**config.mk**
```make
export PLATFORM = sky130hd
export DESIGN_NAME = map_scroll_ctrl
export DESIGN_NICKNAME = d
export VERILOG_FILES = /design/src/rtl/map_scroll_pkg.sv /design/src/rtl/scroll_key_decode.sv /design/src/rtl/map_scroll_ctrl.sv
export SDC_FILE = /design/constraint.sdc
export NUM_CORES = 1
export LEC_CHECK = 0
export ABC_AREA = 1
export BUFFER_PORTS_ARGS = -buffer_cell sky130_fd_sc_hd__buf_4
export CORE_UTILIZATION = 53
export CTS_CLUSTER_SIZE = 8
export DETAILED_ROUTE_END_ITERATION = 6
export PLACE_DENSITY = 0.77
export SYNTH_ARGS = -nofsm -noshare
export SYNTH_HDL_FRONTEND = slang
export SYNTH_SLANG_ARGS = --single-unit
```
**constraint.sdc**
```tcl
create_clock -name Clk -period 3.8 [get_ports Clk]
set_input_delay 0 -clock Clk [delete_from_list [all_inputs] [get_ports Clk]]
set_output_delay 0 -clock Clk [all_outputs]
set_load 0.02 [all_outputs]
```
**src/rtl/map_scroll_pkg.sv**
```systemverilog
// Shared keycodes, direction/state enums and key helpers for the tile-stepped camera.
// Pure declarations; no logic or latency of its own.
package map_scroll_pkg;

  localparam logic [7:0] KEY_W = 8'h1A;
  localparam logic [7:0] KEY_S = 8'h16;
  localparam logic [7:0] KEY_A = 8'h04;
  localparam logic [7:0] KEY_D = 8'h07;
  localparam logic [7:0] KEY_B = 8'h05;

  typedef enum logic [1:0] {
    UP    = 2'd0,
    DOWN  = 2'd1,
    LEFT  = 2'd2,
    RIGHT = 2'd3
  } dir_t;

  typedef enum logic {
    IDLE = 1'b0,
    MOVE = 1'b1
  } state_t;

  function automatic logic key_is_dir(input logic [7:0] k);
    return (k == KEY_W) || (k == KEY_S) || (k == KEY_A) || (k == KEY_D);
  endfunction

  function automatic dir_t key_to_dir(input logic [7:0] k);
    dir_t d;
    case (k)
      KEY_S:   d = DOWN;
      KEY_A:   d = LEFT;
      KEY_D:   d = RIGHT;
      default: d = UP;
    endcase
    return d;
  endfunction

endpackage

```
**src/rtl/scroll_key_decode.sv**
```systemverilog
// Combinational keycode -> {valid, direction, run}; the primary byte wins over the secondary.
// Zero latency; run (B key) is only honoured when SCROLL_RUN_EN is defined.
module scroll_key_decode
  import map_scroll_pkg::*;
(
  input  logic [15:0] keycode,
  output logic        req_vld,
  output dir_t        req_dir,
  output logic        req_run
);

  always_comb begin
    req_vld = 1'b0;
    req_dir = UP;
    if (key_is_dir(keycode[7:0])) begin
      req_vld = 1'b1;
      req_dir = key_to_dir(keycode[7:0]);
    end else if (key_is_dir(keycode[15:8])) begin
      req_vld = 1'b1;
      req_dir = key_to_dir(keycode[15:8]);
    end
  end

`ifdef SCROLL_RUN_EN
  assign req_run = (keycode[7:0] == KEY_B) || (keycode[15:8] == KEY_B);
`else
  assign req_run = 1'b0;
`endif

endmodule

```
**src/rtl/map_scroll_ctrl.sv**
```systemverilog
// Tile-stepped camera: WASD moves the scroll origin one whole tile, one step per frame_tick.
// Position updates on the tick edge; SCROLL_RUN_EN enables a 2-pixel step while B is held.
module map_scroll_ctrl
  import map_scroll_pkg::*;
#(
  parameter int MAP_W  = 480,
  parameter int MAP_H  = 320,
  parameter int VIEW_W = 240,
  parameter int VIEW_H = 160,
  parameter int TILE   = 16
) (
  input  logic        Clk,
  input  logic        Reset,
  input  logic        frame_tick,
  input  logic [15:0] keycode,
  output logic [9:0]  ScreenX,
  output logic [9:0]  ScreenY,
  output logic        moving,
  output logic [1:0]  dir,
  output logic        tile_done,
  output logic        blocked
);

  localparam logic [9:0] XMAX   = 10'(MAP_W - VIEW_W);
  localparam logic [9:0] YMAX   = 10'(MAP_H - VIEW_H);
  localparam logic [9:0] TILE_W = 10'(TILE);

  logic   req_vld, req_run;
  dir_t   req_dir;

  state_t     state_q, state_d;
  dir_t       dir_q, dir_d;
  logic [9:0] cnt_q, cnt_d;
  logic [1:0] step_q, step_d;
  logic [9:0] sx_q, sx_d, sy_q, sy_d;
  logic       tile_done_q, tile_done_d;
  logic       blocked_q, blocked_d;

  logic [1:0] new_step;
  dir_t       mv_dir;
  logic [9:0] mv_step, nx, ny, cnt_nx;

  scroll_key_decode u_key_decode (
    .keycode (keycode),
    .req_vld (req_vld),
    .req_dir (req_dir),
    .req_run (req_run)
  );

  function automatic logic at_edge(input dir_t d, input logic [9:0] x, input logic [9:0] y);
    logic r;
    case (d)
      UP:      r = (y == 10'd0);
      DOWN:    r = (y == YMAX);
      LEFT:    r = (x == 10'd0);
      default: r = (x == XMAX);
    endcase
    return r;
  endfunction

  always_comb begin
    state_d     = state_q;
    dir_d       = dir_q;
    cnt_d       = cnt_q;
    step_d      = step_q;
    sx_d        = sx_q;
    sy_d        = sy_q;
    tile_done_d = 1'b0;
    blocked_d   = 1'b0;

    new_step = req_run ? 2'd2 : 2'd1;
    // IDLE steps with the freshly decoded request; MOVE keeps the latched one.
    mv_dir  = (state_q == IDLE) ? req_dir : dir_q;
    mv_step = {8'd0, (state_q == IDLE) ? new_step : step_q};
    cnt_nx  = cnt_q + mv_step;

    nx = sx_q;
    ny = sy_q;
    case (mv_dir)
      UP:      ny = sy_q - mv_step;
      DOWN:    ny = sy_q + mv_step;
      LEFT:    nx = sx_q - mv_step;
      default: nx = sx_q + mv_step;
    endcase

    if (frame_tick) begin
      case (state_q)
        IDLE: begin
          if (req_vld) begin
            if (at_edge(req_dir, sx_q, sy_q)) begin
              blocked_d = 1'b1;
            end else begin
              state_d = MOVE;
              dir_d   = req_dir;
              step_d  = new_step;
              cnt_d   = mv_step;
              sx_d    = nx;
              sy_d    = ny;
            end
          end
        end
        default: begin
          sx_d  = nx;
          sy_d  = ny;
          cnt_d = cnt_nx;
          if (cnt_nx == TILE_W) begin
            tile_done_d = 1'b1;
            cnt_d       = 10'd0;
            // Chain straight into the next tile, judged from the tile-aligned position just reached.
            if (req_vld && !at_edge(req_dir, nx, ny)) begin
              dir_d  = req_dir;
              step_d = new_step;
            end else begin
              state_d = IDLE;
            end
          end
        end
      endcase
    end
  end

  always_ff @(posedge Clk or posedge Reset) begin
    if (Reset) begin
      state_q     <= IDLE;
      dir_q       <= UP;
      cnt_q       <= 10'd0;
      step_q      <= 2'd1;
      sx_q        <= 10'd0;
      sy_q        <= 10'd0;
      tile_done_q <= 1'b0;
      blocked_q   <= 1'b0;
    end else begin
      state_q     <= state_d;
      dir_q       <= dir_d;
      cnt_q       <= cnt_d;
      step_q      <= step_d;
      sx_q        <= sx_d;
      sy_q        <= sy_d;
      tile_done_q <= tile_done_d;
      blocked_q   <= blocked_d;
    end
  end

  assign ScreenX   = sx_q;
  assign ScreenY   = sy_q;
  assign moving    = (state_q == MOVE);
  assign dir       = dir_q;
  assign tile_done = tile_done_q;
  assign blocked   = blocked_q;

endmodule

```
---- Word level (Yosys, flattened, before mapping) ----
Index checks and enable logic that the tools add are counted.
storage, ports and cells
  register bits after elaboration ......... 37
  bits of input ports ..................... 19
  output and inout port bits .............. 25
operators by class
  multiplexer cells ....................... 50
  add/sub/neg operators ................... 5
  equal/unequal tests ..................... 20
  reductions and logical operators ........ 18
operator list
  operator                                                number
  two-way mux 10 bit                                      10
  == test 10 x 8 -> 1 bit (second input constant)         4
  logical NOT 10 bit                                      4
  one-hot mux 10 bit (2 select lines)                     2
  == test 8 x 3 -> 1 bit (second input constant)          4
  == test 8 x 5 -> 1 bit (second input constant)          4
  adder 10 x 2 -> 10 bit                                  3
  two-way mux 2 bit                                       14
  two-way mux 1 bit                                       20
  subtractor 10 x 2 -> 10 bit                             2
  one-hot mux 2 bit (3 select lines)                      2
  == test 10 x 5 -> 1 bit (second input constant)         1
  logical OR 1 bit                                        6
  one-hot mux 1 bit (3 select lines)                      2
  AND reduction 5 bit                                     1
  == test 2 x 1 -> 1 bit (second input constant)          2
  == test 2 bit (second input constant)                   2
  logical NOT 2 bit                                       2
  inequality test 2 x 1 -> 1 bit (second input constant)  2
  AND reduction 3 bit                                     1
  inequality test 2 bit (second input constant)           1
  nonzero test 2 bit                                      1
  OR reduction 2 bit                                      1
  logical AND 1 bit                                       1
  logical NOT 1 bit                                       1

---- Logic depth before layout (Yosys ltp) ----
Gate-level depths: netlist of the first run.
  depth in word-level cells ............... 20
  gate-level depth with buffers ........... 30
  mapped depth without buffers ............ 29

---- By module ----
From an unflattened synthesis of the first run, not the netlist that was laid out.
second synthesis, totals
  cells, all modules ...................... 537
  area, all modules ....................... 3595.9 um^2
modules (own cells, without submodules)
  module             cells an instance  area each (um^2)  sequential area each (um^2)  instances
  map_scroll_ctrl    472                3296.9            927.1                        1
  scroll_key_decode  65                 299.0             0.0                          1

---- Least setup slack after synthesis of the first run ----
No wires, ideal clock.
  kind .................................... register to register
  from .................................... register state_q, in the netlist moving
  to ...................................... register dir_q[0], in the netlist dir[0]
  slack ................................... 0.038 ns
  library setup time ...................... 0.117 ns
  data arrival time ....................... 3.645 ns
  cell stages (with the launch flop) ...... 23
  path buffers ............................ 2
  cells stage by stage .................... dfrtp_1 -> buf_4 -> inv_2 -> or2_2 -> nand2_2 -> inv_4 -> buf_2 -> nor2_1 -> inv_1 -> ha_1 -> nand2_1 -> o21ai_0 -> a21oi_1 -> o21bai_1 -> a21o_1 -> a21oi_1 -> or2_2 -> a21oi_1 -> nor2_1 -> a21oi_1 -> nand3_2 -> nand3_1 -> nand2_1
on the way
  word-level cells in the longest chain between the ends .. 13
  elaborated cells on any way between the ends .. 30
  those cells by class .................... add/sub (5); eq/ne (8); mux (9); reduce/logical (8)
RTL lines
  element                                                                          RTL line                source
  start: declaration                                                               map_scroll_ctrl.sv:31   state_t state_q, state_d;
  start signal: assignment                                                         map_scroll_ctrl.sv:133  state_q <= state_d;
  parallel branches: the longest is 13 deep, another holds adder 10 x 2 -> 10 bit  -
  end signal: assignment                                                           map_scroll_ctrl.sv:134  dir_q <= dir_d;
  end: declaration                                                                 map_scroll_ctrl.sv:32   dir_t dir_q, dir_d;
Several ways; the timed one is not identified. The select of a mux whose other input is x is not followed.
A chain may end at the register's enable or synchronous reset.

---- Final worst setup path of the first run ----
Same ends and word-level chain as after synthesis.

==> metrics, run 1 <==
Worst setup EP type=flip-flop; CTS sink count=35; GR peak layer=met2; # IOs=44; cell area after layout=0.003730 mm^2; Total GRT Usage=26.88%; FILL cells=539; final wirelength=8157 um; Core Area=0.005886 mm^2; final hold viol count=0; asr flop ratio synth=100.0%; PwrDens=867.4 mW/mm^2; Mapped Cells=494; area grow syn2layout=15.77%; WP data required=3980 ps; met3 usage=3.314%; Post-Syn Area per Cell=6.522 um^2; post-synth design cell area=0.003222 mm^2; final worst-path cycle share=92.12%; sequential area share after synthesis=27.18%; Yosys reg bits=35; Die Width=79.97 um; initial DRC count=204; first-pass GRT wire length=13500 um; slew margin rel.=57.41%; Root Driver=clkbuf_8; largest area contributor in the netlist=dfrtp_1; FF-to-FF setup slack=300 ps; final setup fails=0; Post-DRT Antenna Nets=0; DIE HEIGHT=79.97 um; Max clock buf depth=2; Synthesized Nets=524; commonest non-fill, non-tap cells in the layout=147 x nand2_1, 55 x inv_1, 51 x nand3_1; path type of the worst min-delay path=input port to asynchronous set/reset pin; Setup crit end=dir[0]$_DFFE_PP0P_; fin. max-slew vios=0; CTS tree=built; Worst EP arrival=3690 ps; DR vias=3355; Max-Cap Viols=0; CTS clock-pin slew for the worst setup and hold paths=70 ps; clock latency on the worst-skew pair=290 ps; RD Place Congestion=0.9330; Avg WL per Cell=13.29 um; hpwl dp=6072 um; largest cells by area after synthesis=dfrtp_1 27%, nand2_1 17%, nand3_1 7.9%, inv_1 6.5%, o21ai_0 4.2%; post-synthesis cell type count=42; initial antenna violation count=0; status=finished clean; highest clock rate=0.2857 GHz; met2 Use GR=45.38%; Post-synth EDFFs=0; DRC=0; DR vias/cell=5.464; total die area=0.006394 mm^2; largest net degree at the start of global routing=32; r2r endpoint=dir[0]$_DFFE_PP0P_; Worst Skew=6.488 ps; htree depth=2; met1 Usage GRT=35.41%; Yosys warning count=0; port bufs=43; maximum vdd drop=0.0007346 V; CP Max Fanout=8; Yosys top cell area share=27.18%; Pleak=1.877 nW; FF-to-FF path depth=22; commonest non-fill, non-tap cell in the layout=nand2_1; Critical path origin=moving$_DFFE_PP0P_; number of diodes=0; final core occ=63.37%; TritonCTS Buffers=5; row cnt=28; startpoint types=flip-flop; Crit Path Category=flip-flop to flip-flop; share of layout cells above drive strength 1=19.85%; Worst Tran Pin Value=630.7 ps; fin crit period=3500 ps; DR pass1 iterations=4; reg-to-reg startpoint=moving$_DFFE_PP0P_; Post-layout nets=569; Initial Util=54.74%; grt ovf=0; number of global-route vias before repair=3018; Synth Flop Type=dfrtp_1; Cell Area, Placed=0.003592 mm^2
cell usage after synthesis, drive strengths merged (2+ instances only):
master,count
buf,10
or2,4
o22ai,2
nand3,61
a21oi,14
inv,67
o41ai,2
xor2,12
nand2,161
dfrtp,35
nor3,5
o21ai,42
o21a,2
o31ai,3
a31oi,3
nor4,5
clkbuf,3
nand4,7
nor2,37
xnor2,2
ha,10
kinds of logic (layout without fill, tap and decap cells):
family	after synthesis	in the layout	synth area share, %
AO/OA/AOI/OAI	73	73	12.70
flip-flops	35	35	27.18
buffers and inverters	80	125	10.60
XOR/XNOR	14	14	3.806
adder cells (fa/ha/maj)	11	11	4.505
AND/OR/NAND/NOR	281	281	41.20
report_power, final:
| group | internal [W] | switching, W | leakage, nW | total, W |
|---|---|---|---|---|
| clock network | 0.000142 | 0.000133 | 0.0470 | 0.000275 |
| registers | 0.000508 | 0.000173 | 0.445 | 0.000681 |
| logic | 0.000857 | 0.00142 | 1.38 | 0.00228 |
cell type report:
class / instances / area (um^2) / share of cell area (%)
clock buffer: 6 / 82.58 / 2.214
clock inverter: 1 / 5.005 / 0.1342
multi-input combinational: 379 / 2031 / 54.44
timing repair buffer: 51 / 387.9 / 10.40
sequential: 35 / 875.8 / 23.48
tap: 75 / 93.84 / 2.516
inverter: 67 / 254.0 / 6.810
worst min path at each step:
| stage | start | to | slack [ps] | depth (start not counted) |
|---|---|---|---|---|
| final | Reset | ScreenX[7]$_DFFE_PP0P_ | 160 | 3 |
| after global routing | Reset | ScreenX[7]$_DFFE_PP0P_ | 190 | 3 |
| after CTS | Reset | ScreenX[7]$_DFFE_PP0P_ | 160 | 3 |
| after detailed placement | Reset | ScreenX[7]$_DFFE_PP0P_ | -90 | 2 |
| after global placement | Reset | ScreenX[9]$_DFFE_PP0P_ | -100 | 2 |
| after floorplan | Reset | ScreenX[0]$_DFFE_PP0P_ | 150 | 1 |
flip-flops by register name (all words and copies together), names as in the netlist:
register / cells
moving: 1
blocked: 1
ScreenY: 10
dir: 2
cnt_q: 10
tile_done: 1
ScreenX: 10
worst max-delay path, cell delays in order (launching register included):
cell and delay, ps:
dfrtp_1 370, inv_2 90, or2_2 290, nand2_2 100, inv_4 40, nor2_2 170
inv_2 130, ha_1 370, nand2_1 60, o21ai_0 270, a21oi_1 110, o21bai_1 210
xnor2_1 150, nand2_1 60, o21ai_0 150, nand3_1 110, nand3b_1 160, o21ai_0 220
a21oi_2 90, nand3_2 100, nand2_2 60, nand2_1 60, nand2_1 50
routing by layer:
metal / vias to the layer above / share of wire, %
li1: 1700 / -
met4: 0 / 1.6
met2: 87 / 48
met3: 14 / 3.9
met5: - / 0
met1: 1554 / 46
per-stage QoR:
stage | setup slack, ps | setup TNS [ps] | cells | power (W) | hold WS [ps]
after CTS | 168.1 | 0 | 613 | 0.003145 | 161.7
after detailed placement | 174.0 | 0 | 604 | 0.002842 | -92.80
after global routing | -9.620 | -9.620 | 614 | 0.003557 | 185.1
after global placement | 307.0 | 0 | 604 | 0.002790 | -98.83
final | 299.6 | 0 | 614 | 0.003235 | 157.4
after floorplan | 37.91 | 0 | 494 | 0.002339 | 154.3
what timing repair did:
action,CTS,global route
hold buffers,2,0
endpoints found under the hold margin,36,0
buffers inserted,0,1
resized for setup,0,6
endpoints found under the setup margin,0,3
(Power assumes the default switching activity.)
==> inputs of run 2 (changes only) <==
==> constraint.sdc (replaced) <==
create_clock -name Clk -period 3.8 [get_ports Clk]
set_input_delay 0.95 -clock Clk [delete_from_list [all_inputs] [get_ports Clk]]
set_output_delay 0.95 -clock Clk [all_outputs]
set_load 0.02 [all_outputs]
==> metrics, run 2 (same netlist as run 1, synthesis figures left out) <==
Logic pwr share=74.1%; final setup fails=3; # IOs=44; Max clock buf depth=2; FF-to-FF path depth=23; Pleak=2.053 nW; DR vias/cell=5.554; initial antenna violation count=0; DR pass1 iterations=5; RD Place Congestion=0.8860; initial DRC count=287; htree depth=2; fin crit period=3877 ps; Placed Instances=624; Root Driver=clkbuf_8; clock network fraction of total power=7.4%; path type of the worst min-delay path=flip-flop to flip-flop; total power=0.003749 W; Max-Cap Viols=0; final core occ=71.85%; DR vias=3527; Non-Filler Instances=635; maximum vdd drop=0.0007650 V; commonest non-fill, non-tap cells in the layout=129 x nand2_1, 63 x buf_4, 48 x nand3_1; CTS tree=built; row cnt=28; CTS sink count=35; CTS clock-pin slew for the worst setup and hold paths=70 ps; Worst EP arrival=4050 ps; Avg WL per Cell=14.42 um; Worst Skew=9.748 ps; final wirelength=9154 um; TritonCTS Buffers=5; Core Area=0.005886 mm^2; final worst slack=-77.36 ps; number of diodes=0; Fin Hold WS=551.9 ps; number of global-route vias before repair=3206; Post-DRT Antenna Nets=0; failing checks=negative setup slack; DRC=0; final worst-path cycle share=102.0%; grt ovf=0; WP data required=3970 ps; commonest non-fill, non-tap cell in the layout=nand2_1; Post-layout nets=590; startpoint types=input port; DIE HEIGHT=79.97 um; highest clock rate=0.2579 GHz; Total GRT Usage=27.43%; Hold Path Stages=2; first-pass GRT wire length=14020 um; area grow syn2layout=31.26%; Worst Tran Pin Value=885.8 ps; final hold viol count=0; Crit Path Category=input port to flip-flop; port bufs=43; share of layout cells above drive strength 1=32.68%; status=finished with violations; Worst setup EP type=flip-flop; Internal=0.001803 W; Psw=0.001946 W; part of the power in registers=18.6%; CTS Hold Bufs=0; Initial Util=54.74%; largest net degree at the start of global routing=30; CP Max Fanout=5; Die Width=79.97 um; unrepaired setup endpoints after global routing=yes; switch share=51.91%; slew margin rel.=40.88%; total die area=0.006394 mm^2; hpwl dp=6349 um; clock latency on the worst-skew pair=300 ps; fin. max-slew vios=0; PwrDens=886.5 mW/mm^2
## run 2: changes by cell type in the layout (fill, tap and decap cells not counted), moves of 9 or more
cell,previous run,this run
nand2_2,8,17
buf_4,49,63
nand2_4,5,14
inv_4,1,12
nand2_1,147,129
nor2_4,0,9
inv_1,55,44
## run 2: per-stage QoR
stage	TNS [ps]	worst slack (ps)	cell area [um^2]
floorplan	0	3.688	3273
global placement	-366.4	-141.1	3791
detailed placement	-834.3	-321.0	3791
CTS	0	11.58	3886
global route	-605.0	-251.7	4229
finish	-105.6	-77.36	4229
## run 2: timing repair
action                                 4_1_cts  5_1_grt
setup endpoints to repair                    2        3
setup buffers                                1        3
gates resized for setup                      0       99
endpoints found under the hold margin        0        0
pin swaps                                    2       52
## run 2: worst paths after layout
kind / from / to / slack (ps)
max: keycode[0] / dir[0]$_DFFE_PP0P_ / -80
min in group asynchronous: Reset / tile_done$_DFF_PP0_ / 840
min: cnt_q[1]$_DFFE_PP0P_ / cnt_q[1]$_DFFE_PP0P_ / 550
max in group asynchronous: Reset / ScreenX[2]$_DFFE_PP0P_ / 2300
min reg2reg: cnt_q[1]$_DFFE_PP0P_ / cnt_q[1]$_DFFE_PP0P_ / 550
max reg2reg: moving$_DFFE_PP0P_ / dir[0]$_DFFE_PP0P_ / 470
## run 2: power groups by stage
stage / clock network [W] / logic, W / registers [W]
global placement: 0 / 0.00234 / 0.000692
detailed placement: 0 / 0.00241 / 0.000694
global route: 0.000298 / 0.00307 / 0.000719
floorplan: 0 / 0.00166 / 0.000756
CTS: 0.000277 / 0.00244 / 0.000692
finish: 0.000277 / 0.00278 / 0.000696
## run 2: per-layer routing
metal  wire length, um  up-vias  GRT usage [%]
li1                  -     1746              -
met1              3764     1649          34.90
met2              4655      110          48.03
met3               494       22          5.029
met4               240        0          5.714
met5                 0        -              0
## run 2: final cells by class
cell class | count | area [um^2]
fillers | 468 | 1657
repair buffers | 72 | 578.1
well taps | 75 | 93.84
clock buffers | 6 | 82.58
flip-flops and latches | 35 | 875.8
inverters | 67 | 281.5
multi-input cells | 379 | 2312
clock inverters | 1 | 5.005
## run 2: critical path, cell delays in order
cell and delay, ps:
buf_6 100, inv_4 50, nand2_4 50, nor2_4 150, nand3_4 120, nand2_2 90
nand3_2 60, nand2_2 100, inv_4 50, nor2_4 150, inv_4 70, ha_4 270
a21oi_4 170, o21ai_4 80, a21oi_2 150, o21bai_1 100, buf_4 150, xnor2_2 130
nand2_1 80, o21ai_2 80, nand3_1 80, nand3b_1 180, o21ai_2 180, a21oi_2 90
nand3_2 110, nand2_2 70, nand2_1 90, nand2_1 80
==> inputs of run 3 (changes only) <==
PLACE_DENSITY = 0.83   (was 0.77)
RECOVER_POWER = 50   (was not set)
==> metrics, run 3 (same netlist as run 1, synthesis figures left out) <==
number of global-route vias before repair=3139; Root Driver=clkbuf_8; fin crit period=3788 ps; startpoint types=input port; Worst EP arrival=3970 ps; grt ovf=0; htree depth=2; failing checks=design-rule violations, max-capacitance violations, max-slew violations; fin. max-slew vios=36; Worst Skew=11.52 ps; path type of the worst min-delay path=flip-flop to flip-flop; DIE HEIGHT=79.97 um; final hold viol count=0; CP Max Fanout=5; port bufs=43; Post-DRT Antenna Nets=0; Worst setup EP type=flip-flop; CP max stage cell=ha_4; largest net degree at the start of global routing=36; setup TNS=0 ps; clock latency on the worst-skew pair=300 ps; Worst Tran Pin Value=1951 ps; Crit Path Category=input port to flip-flop; highest clock rate=0.2640 GHz; commonest non-fill, non-tap cells in the layout=132 x nand2_1, 53 x buf_4, 49 x nand3_1; Avg WL per Cell=14.80 um; DR pass1 iterations=7; FF-to-FF path depth=23; final worst-path cycle share=99.67%; share of layout cells above drive strength 1=29.18%; Hold Path Sink=cnt_q[9]$_DFFE_PP0P_; status=finished with violations; CTS sink count=35; Max clock buf depth=2; total die area=0.006394 mm^2; area grow syn2layout=29.24%; hpwl dp=6392 um; # IOs=44; maximum vdd drop=0.0007917 V; r2r endpoint=dir[0]$_DFFE_PP0P_; hold_sp=cnt_q[9]$_DFFE_PP0P_; WP data required=3980 ps; slew margin rel.=-30.09%; Post-layout nets=592; DRC=1; slowest stage delay, CP=300 ps; DR vias/cell=5.675; TritonCTS Buffers=5; DR vias=3615; initial DRC count=314; reg-to-reg startpoint=moving$_DFFE_PP0P_; DP Worst Slack=-283.7 ps; CTS tree=built; commonest non-fill, non-tap cell in the layout=nand2_1; FF-to-FF setup slack=540 ps; final worst slack=12.48 ps; Die Width=79.97 um; first-pass GRT wire length=14060 um; number of diodes=0; unrepaired setup endpoints after global routing=yes; CTS clock-pin slew for the worst setup and hold paths=80 ps; RD Place Congestion=0.9278; CTS Hold Bufs=0; Total GRT Usage=27.98%; Initial Util=54.74%; initial antenna violation count=0; final setup fails=0; critical path's most frequent cell=nand2_2; Pleak=2.002 nW; Hold Path Stages=2; Core Area=0.005886 mm^2; Max-Cap Viols=1; PwrDens=923.5 mW/mm^2; final wirelength=9428 um; FILL cells=479; row cnt=28
run 3: changes by cell type in the layout (fill, tap and decap cells not counted), sizes merged:
cell,previous run,this run
buf,72,61
clkinv,1,0
bufinv,0,1
clkbuf,6,19
run 3: metal layers:
metal  vias to the layer above  global-route usage, %  wire [um]  share of wire (%)
li1                       1748                      -          -                  -
met1                      1707                  34.86       3854                 41
met2                       129                  48.80       4797                 51
met3                        31                  4.800        506                5.4
met4                         0                  8.750        269                2.9
met5                         -                      0          0                  0
run 3: worst max-delay path by stage:
stage | slack, ps | cells after the start | end | from
finish | 10 | 28 | dir[0]$_DFFE_PP0P_ | keycode[0]
CTS | 10 | 28 | dir[0]$_DFFE_PP0P_ | keycode[13]
global placement | -150 | 25 | dir[0]$_DFFE_PP0P_ | keycode[11]
floorplan | 4 | 25 | dir[0]$_DFFE_PP0P_ | keycode[0]
global route | -120 | 28 | dir[0]$_DFFE_PP0P_ | keycode[0]
detailed placement | -280 | 26 | dir[1]$_DFFE_PP0P_ | keycode[13]
run 3: repair_timing:
action | in CTS | in global routing
endpoints found under the setup margin | 3 | 3
gates resized for setup | 4 | 84
setup buffers | 0 | 7
cloned | 0 | 0
pin swaps | 2 | 51
hold endpoints to repair | 0 | 0
run 3: stage by stage:
stage	utilization [%]	cell area (um^2)	cells	power, W	hold WS, ps
floorplan	-	3273	494	0.002411	474.1
global placement	64.22	3780	623	0.003040	501.2
detailed placement	64.22	3780	623	0.003132	518.2
CTS	66.20	3896	630	0.003525	539.2
global route	70.75	4164	637	0.004153	570.6
finish	70.75	4164	637	0.003845	533.3
run 3: final cells by class:
class	instances	area (um^2)	area share, %
clock buffer	6	72.57	1.743
clock inverter	1	30.03	0.7212
inverter	67	281.5	6.761
multi-input combinational	379	2270	54.51
sequential	35	875.8	21.03
tap	75	93.84	2.254
timing repair buffer	74	540.5	12.98
run 3: power by group:
part           leakage (nW)  switching, W  internal, W
Combinational          1.50       0.00166      0.00116
Clock                0.0513      0.000138     0.000192
Sequential            0.445      0.000187     0.000507
Total                  2.00       0.00199      0.00186
run 3: worst max-delay path: cells and delay by family:
family,cells,cell delay (ps)
AO/OA/AOI/OAI,6,770
XOR/XNOR,1,100
adder cells (fa/ha/maj),1,300
buffers and inverters,5,420
AND/OR/NAND/NOR,15,1410
